## src/rtl/apb_gpio_debounce_pkg.sv

```systemverilog
// Shared definitions for the APB GPIO input conditioner: register map and reset values.
package apb_gpio_pkg;

    typedef enum logic [1:0] {
        REG_DBEN     = 2'd0,
        REG_PRESCALE = 2'd1,
        REG_THRESH   = 2'd2,
        REG_STATUS   = 2'd3
    } reg_sel_e;

    localparam logic [11:0] OFF_DBEN     = 12'h000;
    localparam logic [11:0] OFF_PRESCALE = 12'h004;
    localparam logic [11:0] OFF_THRESH   = 12'h008;
    localparam logic [11:0] OFF_STATUS   = 12'h00C;

    localparam logic [31:0] DBEN_RST     = 32'h0000_0000;
    localparam logic [31:0] PRESCALE_RST = 32'h0000_0000;
    localparam logic [31:0] THRESH_RST   = 32'h0000_0000;

endpackage

```

## src/rtl/apb_gpio_debounce_cell.sv

```systemverilog
// One pin of the conditioner: filtered-value register, stability counter and bypass mux.
module gpio_debounce_cell
    import apb_gpio_pkg::*;
#(
    parameter int CNT_WIDTH = 8
) (
    input  logic                 HCLK,
    input  logic                 HRESET,
    input  logic                 sync_in,
    input  logic                 tick,
    input  logic [CNT_WIDTH-1:0] thresh,
    input  logic                 en,
    output logic                 gpio_filt
);

    localparam logic [CNT_WIDTH-1:0] CNT_ZERO = {CNT_WIDTH{1'b0}};
    localparam logic [CNT_WIDTH-1:0] CNT_ONE  = {{(CNT_WIDTH-1){1'b0}}, 1'b1};

    logic                 filt_r;
    logic [CNT_WIDTH-1:0] cnt_r;

    // Filter state; bypassed pins keep filt_r tracking sync_in so enabling never glitches.
    always_ff @(posedge HCLK) begin
        if (HRESET) begin
            filt_r <= 1'b0;
            cnt_r  <= CNT_ZERO;
        end else if (!en) begin
            filt_r <= sync_in;
            cnt_r  <= CNT_ZERO;
        end else if (sync_in == filt_r) begin
            cnt_r  <= CNT_ZERO;
        end else if (tick && (cnt_r >= thresh)) begin
            filt_r <= sync_in;
            cnt_r  <= CNT_ZERO;
        end else if (tick) begin
            cnt_r  <= cnt_r + CNT_ONE;
        end
    end

    // Output select between filtered and synchronised value.
    always_comb begin
        if (en) begin
            gpio_filt = filt_r;
        end else begin
            gpio_filt = sync_in;
        end
    end

endmodule

```

## src/rtl/apb_gpio_debounce.sv

```systemverilog
// APB-configured per-pin input conditioner: pad synchroniser, shared sample prescaler and
// per-pin debounce cells feeding the GPIO block's gpio_in.
module apb_gpio_debounce
    import apb_gpio_pkg::*;
#(
    parameter int APB_ADDR_WIDTH = 12,
    parameter int NPINS          = 32,
    parameter int CNT_WIDTH      = 8,
    parameter int PRE_WIDTH      = 16
) (
    input  logic                      HCLK,
    input  logic                      HRESET,
    input  logic [APB_ADDR_WIDTH-1:0] PADDR,
    input  logic [31:0]               PWDATA,
    input  logic                      PWRITE,
    input  logic                      PSEL,
    input  logic                      PENABLE,
    output logic [31:0]               PRDATA,
    output logic                      PREADY,
    output logic                      PSLVERR,
    input  logic [NPINS-1:0]          pad_in,
    output logic [NPINS-1:0]          gpio_filt
);

    localparam logic [PRE_WIDTH-1:0] PRE_ZERO = {PRE_WIDTH{1'b0}};
    localparam logic [PRE_WIDTH-1:0] PRE_ONE  = {{(PRE_WIDTH-1){1'b0}}, 1'b1};

    reg_sel_e             sel_s;
    logic                 wr_s;
    logic                 pre_wr_s;
    logic                 tick_s;
    logic                 unused_s;
    logic [31:0]          prdata_s;
    logic [NPINS-1:0]     dben_r;
    logic [PRE_WIDTH-1:0] prescale_r;
    logic [CNT_WIDTH-1:0] thresh_r;
    logic [NPINS-1:0]     sync0_r;
    logic [NPINS-1:0]     sync1_r;
    logic [PRE_WIDTH-1:0] pcnt_r;

    assign sel_s    = reg_sel_e'(PADDR[3:2]);
    assign unused_s = ^{PADDR, PWDATA};
    assign PREADY   = 1'b1;
    assign PSLVERR  = 1'b0;
    assign PRDATA   = prdata_s;

    // Write strobe and sample tick; a PRESCALE write suppresses the tick of its own cycle.
    always_comb begin
        wr_s     = PSEL && PENABLE && PWRITE;
        pre_wr_s = wr_s && (sel_s == REG_PRESCALE);
        tick_s   = (pcnt_r == prescale_r) && !pre_wr_s;
    end

    // Configuration registers; STATUS is read-only.
    always_ff @(posedge HCLK) begin
        if (HRESET) begin
            dben_r     <= DBEN_RST[NPINS-1:0];
            prescale_r <= PRESCALE_RST[PRE_WIDTH-1:0];
            thresh_r   <= THRESH_RST[CNT_WIDTH-1:0];
        end else if (wr_s) begin
            case (sel_s)
                REG_DBEN:     dben_r     <= PWDATA[NPINS-1:0];
                REG_PRESCALE: prescale_r <= PWDATA[PRE_WIDTH-1:0];
                REG_THRESH:   thresh_r   <= PWDATA[CNT_WIDTH-1:0];
                REG_STATUS:   ;
                default:      ;
            endcase
        end
    end

    // Two-flop synchroniser for the asynchronous pads.
    always_ff @(posedge HCLK) begin
        if (HRESET) begin
            sync0_r <= {NPINS{1'b0}};
            sync1_r <= {NPINS{1'b0}};
        end else begin
            sync0_r <= pad_in;
            sync1_r <= sync0_r;
        end
    end

    // Sample prescaler counting 0..PRESCALE.
    always_ff @(posedge HCLK) begin
        if (HRESET) begin
            pcnt_r <= PRE_ZERO;
        end else if (pre_wr_s || tick_s) begin
            pcnt_r <= PRE_ZERO;
        end else begin
            pcnt_r <= pcnt_r + PRE_ONE;
        end
    end

    // Read mux, zero-extended.
    always_comb begin
        prdata_s = 32'h0000_0000;
        case (sel_s)
            REG_DBEN:     prdata_s[NPINS-1:0]     = dben_r;
            REG_PRESCALE: prdata_s[PRE_WIDTH-1:0] = prescale_r;
            REG_THRESH:   prdata_s[CNT_WIDTH-1:0] = thresh_r;
            REG_STATUS:   prdata_s[NPINS-1:0]     = sync1_r;
            default:      prdata_s                = 32'h0000_0000;
        endcase
    end

    for (genvar i = 0; i < NPINS; i++) begin : g_pin
        gpio_debounce_cell #(
            .CNT_WIDTH (CNT_WIDTH)
        ) u_cell (
            .HCLK      (HCLK),
            .HRESET    (HRESET),
            .sync_in   (sync1_r[i]),
            .tick      (tick_s),
            .thresh    (thresh_r),
            .en        (dben_r[i]),
            .gpio_filt (gpio_filt[i])
        );
    end

endmodule
```

## config.mk

```make
export PLATFORM = sky130hd
export DESIGN_NAME = apb_gpio_debounce
export DESIGN_NICKNAME = d
export VERILOG_FILES = /design/src/rtl/apb_gpio_debounce_pkg.sv /design/src/rtl/apb_gpio_debounce_cell.sv /design/src/rtl/apb_gpio_debounce.sv
export SDC_FILE = /design/constraint.sdc
export NUM_CORES = 1
export LEC_CHECK = 0
export ABC_CLOCK_PERIOD_IN_PS = 3200
export CAP_MARGIN = 30
export CORE_ASPECT_RATIO = 1.4
export CORE_MARGIN = 1.5
export CORE_UTILIZATION = 50
export DETAILED_ROUTE_END_ITERATION = 8
export PLACE_DENSITY = 0.69
export SKIP_LAST_GASP = 1
export SLEW_MARGIN = 20
export SYNTH_ARGS = -nofsm -noshare
export SYNTH_HDL_FRONTEND = slang
export SYNTH_SLANG_ARGS = --single-unit
export TNS_END_PERCENT = 1
```

## constraint.sdc

```tcl
create_clock -name HCLK -period 3.2 [get_ports HCLK]
set_input_delay 0.64 -clock HCLK [delete_from_list [all_inputs] [get_ports HCLK]]
set_output_delay 0.64 -clock HCLK [all_outputs]
set_load 0.01 [all_outputs]
```

==> flow_metrics.py <==
metrics = {
    "critical_path": {
        "critical_path_required_ns": 2.56,
        "end_kind": "output port",
        "start_kind": "input port",
        "arrival_ns": 2.67,
        "critPathMaxFanout": 7,
        "worstSetupPathType": "in -> out",
    },
    "sta": {
        "max_slew_margin_pct": 36.5,
        "period_minus_slack_ns": 3.31,
        "finalSetupViolations": 21,
        "fin_skew_ns": 0.0286,
        "rsz0062_at_grt": "yes",
        "fin_ws_ns": -0.111,
        "report.final.hold_viol_count": 0,
        "drv_slew": 0,
        "whs_ns": 0.420,
        "fmax_mhz": 302,
        "fin_crit_sh_pct": 103,
        "tightest_slew_ns": 0.953,
    },
    "drt": {
        "drc_errors": 10,
        "dr.pass1.iters": 8,
        "vias": 24100,
        "viasPerCell": 6.42,
        "wl_per_cell_um": 20.2,
        "drtIter0Drc": 1584,
        "wl_um": 75700,
        "ant_nets": 0,
    },
    "power": {
        "pwr-share-seq_pct": 44.3,
        "switchingPower_mw": 3.32,
        "powerDensity_nw_per_um2": 411,
        "p_leak_nw": 10.9,
        "p_int_mw": 8.87,
        "power_mw": 12.2,
        "ir_drop_mv": 0.510,
        "p_comb_share_pct": 11.6,
        "sw_frac_of_total_pct": 27.3,
        "clkPwrFrac_pct": 44.1,
    },
    "layout": {
        "regArea_sq_um": 8490,
        "num_antenna_cells": 0,
        "nets": 3453,
        "n_fill_cell": 4463,
        "drive_gt1_share_pct": 8.42,
        "fin_util_pct": 59.0,
        "fin_area_sq_um": 29600,
        "area_growth_pct": 15.8,
        "multi_input_area_sq_um": 16000,
        "final_cells": 3754,
    },
    "flow_run": {
        "drv_cap": 0,
    },
    "synth": {
        "synth_fp_nets": 3352,
        "synth_top_area_cell": "dfxtp_1",
        "ys_warn_count": 0,
        "syn_area_sq_um": 25600,
        "ys_ff_latch": 424,
        "synth_area_leaders": "dfxtp_1 33%, ha_1 14%, a21oi_1 7.4%",
        "synth_common_cells": "424 x dfxtp_1, 376 x a21oi_1, 295 x ha_1",
        "synth.avg_cell_area_sq_um": 8.60,
        "synth_edf_count": 0,
        "ys_seq_area_share_pct": 33.2,
        "synthCells": 2976,
        "synth_ff_type": "dfxtp_1",
        "synthArstFlopShare_pct": 0,
        "synth_most_common_cell": "dfxtp_1",
        "synth_top_area_share_pct": 33.2,
        "ys_types": 46,
    },
    "cts": {
        "root_buffer": "clkbuf_16",
        "cts_tree": "built",
        "cts_made_buffers": 46,
        "postCtsSetupBuffers": 0,
        "htree_levels": 2,
        "clock-sinks": 424,
        "clk_pin_slew_worst_paths_ns": 0.06,
        "clk_path_buf_depth": 3,
        "clk_latency_ns": 0.59,
    },
    "place": {
        "gp_congestion": 0.860,
        "portBuffers": 134,
        "hpwl_um": 51500,
        "dp.cells": 3672,
        "place_area_sq_um": 28100,
    },
    "status": {
        "violations": "design-rule violations, negative setup slack",
        "status": "complete, but fails checks",
    },
    "min_path": {
        "min_path_type": "in -> reg",
    },
    "die": {
        "die_w_um": 194,
        "row_count": 97,
        "coreArea_sq_um": 50200,
        "die_area_sq_um": 52600,
        "die_h_um": 271,
        "num_io_pins": 147,
        "start_util_pct": 50.9,
    },
    "global_routing": {
        "grt_pass1_wl_um": 122000,
        "grt_use_total_pct": 28.3,
        "antenna_found_initial": 0,
        "gr-total-overflow": 0,
        "grt_pass1_vias": 23600,
        "grt_max_degree": 177,
    },
}
power by group through the flow:
stage | Clock [mW] | Sequential (mW) | Combinational [mW]
after floorplan | 0 | 5.49 | 0.869
after global placement | 0 | 5.51 | 1.35
after detailed placement | 0 | 5.52 | 1.38
after CTS | 5.47 | 5.40 | 1.39
after global routing | 5.67 | 5.41 | 1.51
final | 5.38 | 5.40 | 1.41
state kept, by name, indices dropped and copies added (netlist names):
signal	flops
sync1_r	32
pcnt_r	16
prescale_r	16
g_pin.u_cell.cnt_r	256
thresh_r	8
sync0_r	32
dben_r	32
g_pin.u_cell.filt_r	32
what timing repair did:
| action | CTS | global route |
|---|---|---|
| pin swaps | 0 | 2 |
| hold buffers | 0 | 0 |
| endpoints found under the setup margin | 32 | 31 |
| resized for setup | 3 | 2 |
| endpoints found under the hold margin | 0 | 0 |
layout by cell type (no fill, tap or decap), types with 10 or more instances in the layout:
cell,synthesis,layout
o31a_1,32,32
mux2_2,32,32
clkdlybuf4s50_1,0,130
and4_1,29,28
o21a_1,32,32
clkbuf_16,0,47
inv_1,76,70
nor2b_1,64,64
o21ai_0,214,214
dfxtp_1,424,423
or3_1,180,180
nand2b_1,32,32
and2_1,32,30
a41oi_1,32,32
nand3_1,169,169
clkbuf_1,142,10
buf_12,0,31
a21o_1,32,32
o311ai_2,30,30
clkbuf_8,0,15
a22oi_1,16,16
nor2_1,79,79
a222oi_1,16,16
a211oi_1,32,32
nand2_1,188,187
o311ai_1,32,32
xor2_1,54,54
buf_4,34,84
o31ai_1,36,36
nand4_1,94,94
ha_1,295,293
o41ai_1,37,37
or4_1,68,68
a21oi_1,376,376
final timing paths:
check	startpoint	endpoint	slack [ns]	cells past startpoint
max	PADDR[3]	PRDATA[6]	-0.11	7
min	HRESET	sync0_r[15]	0.42	2
max reg2reg	prescale_r[5]	g_pin[26].u_cell.cnt_r[5]	0.43	7
min reg2reg	sync0_r[3]	sync1_r[3]	0.43	1
kinds of logic after synthesis:
logic type | after synthesis | share of synthesized area (%)
compound gates | 920 | 23.0
xor+xnor | 62 | 2.12
fa+ha+maj | 295 | 14.4
buf+inv | 272 | 4.55
flops | 424 | 33.2
mux | 40 | 1.72
other cells | 2 | 0.0293
simple gates | 961 | 21.0
critical path, stage by stage:
cell	delay, ns
clkdlybuf4s50_1	0.46
ha_1	0.25
buf_12	0.16
a222oi_1	0.39
mux2i_1	0.12
buf_4	0.17
clkdlybuf4s50_1	0.48
routing by layer:
| layer | track usage (%) | wire length [um] |
|---|---|---|
| met4 | 12.7 | 3180 |
| met5 | 0 | 0 |
| met3 | 3.88 | 4720 |
| met1 | 34.0 | 31100 |
| met2 | 50.0 | 36700 |
area by class of cell:
class	count	area share, %
sequential	424	28.6
tap	643	2.71
inverter	77	0.983
multi-input combinational	2280	53.9
clock inverter	10	0.274
clock buffer	72	4.79
timing repair buffer	248	8.72
metrics by stage:
step	TNS (ns)	setup slack, ns
floorplan	0	0.695
global placement	-3.73	-0.188
detailed placement	-4.28	-0.213
CTS	-1.55	-0.175
global route	-3.29	-0.237
finish	-0.941	-0.111
(Power assumes the default switching activity.)
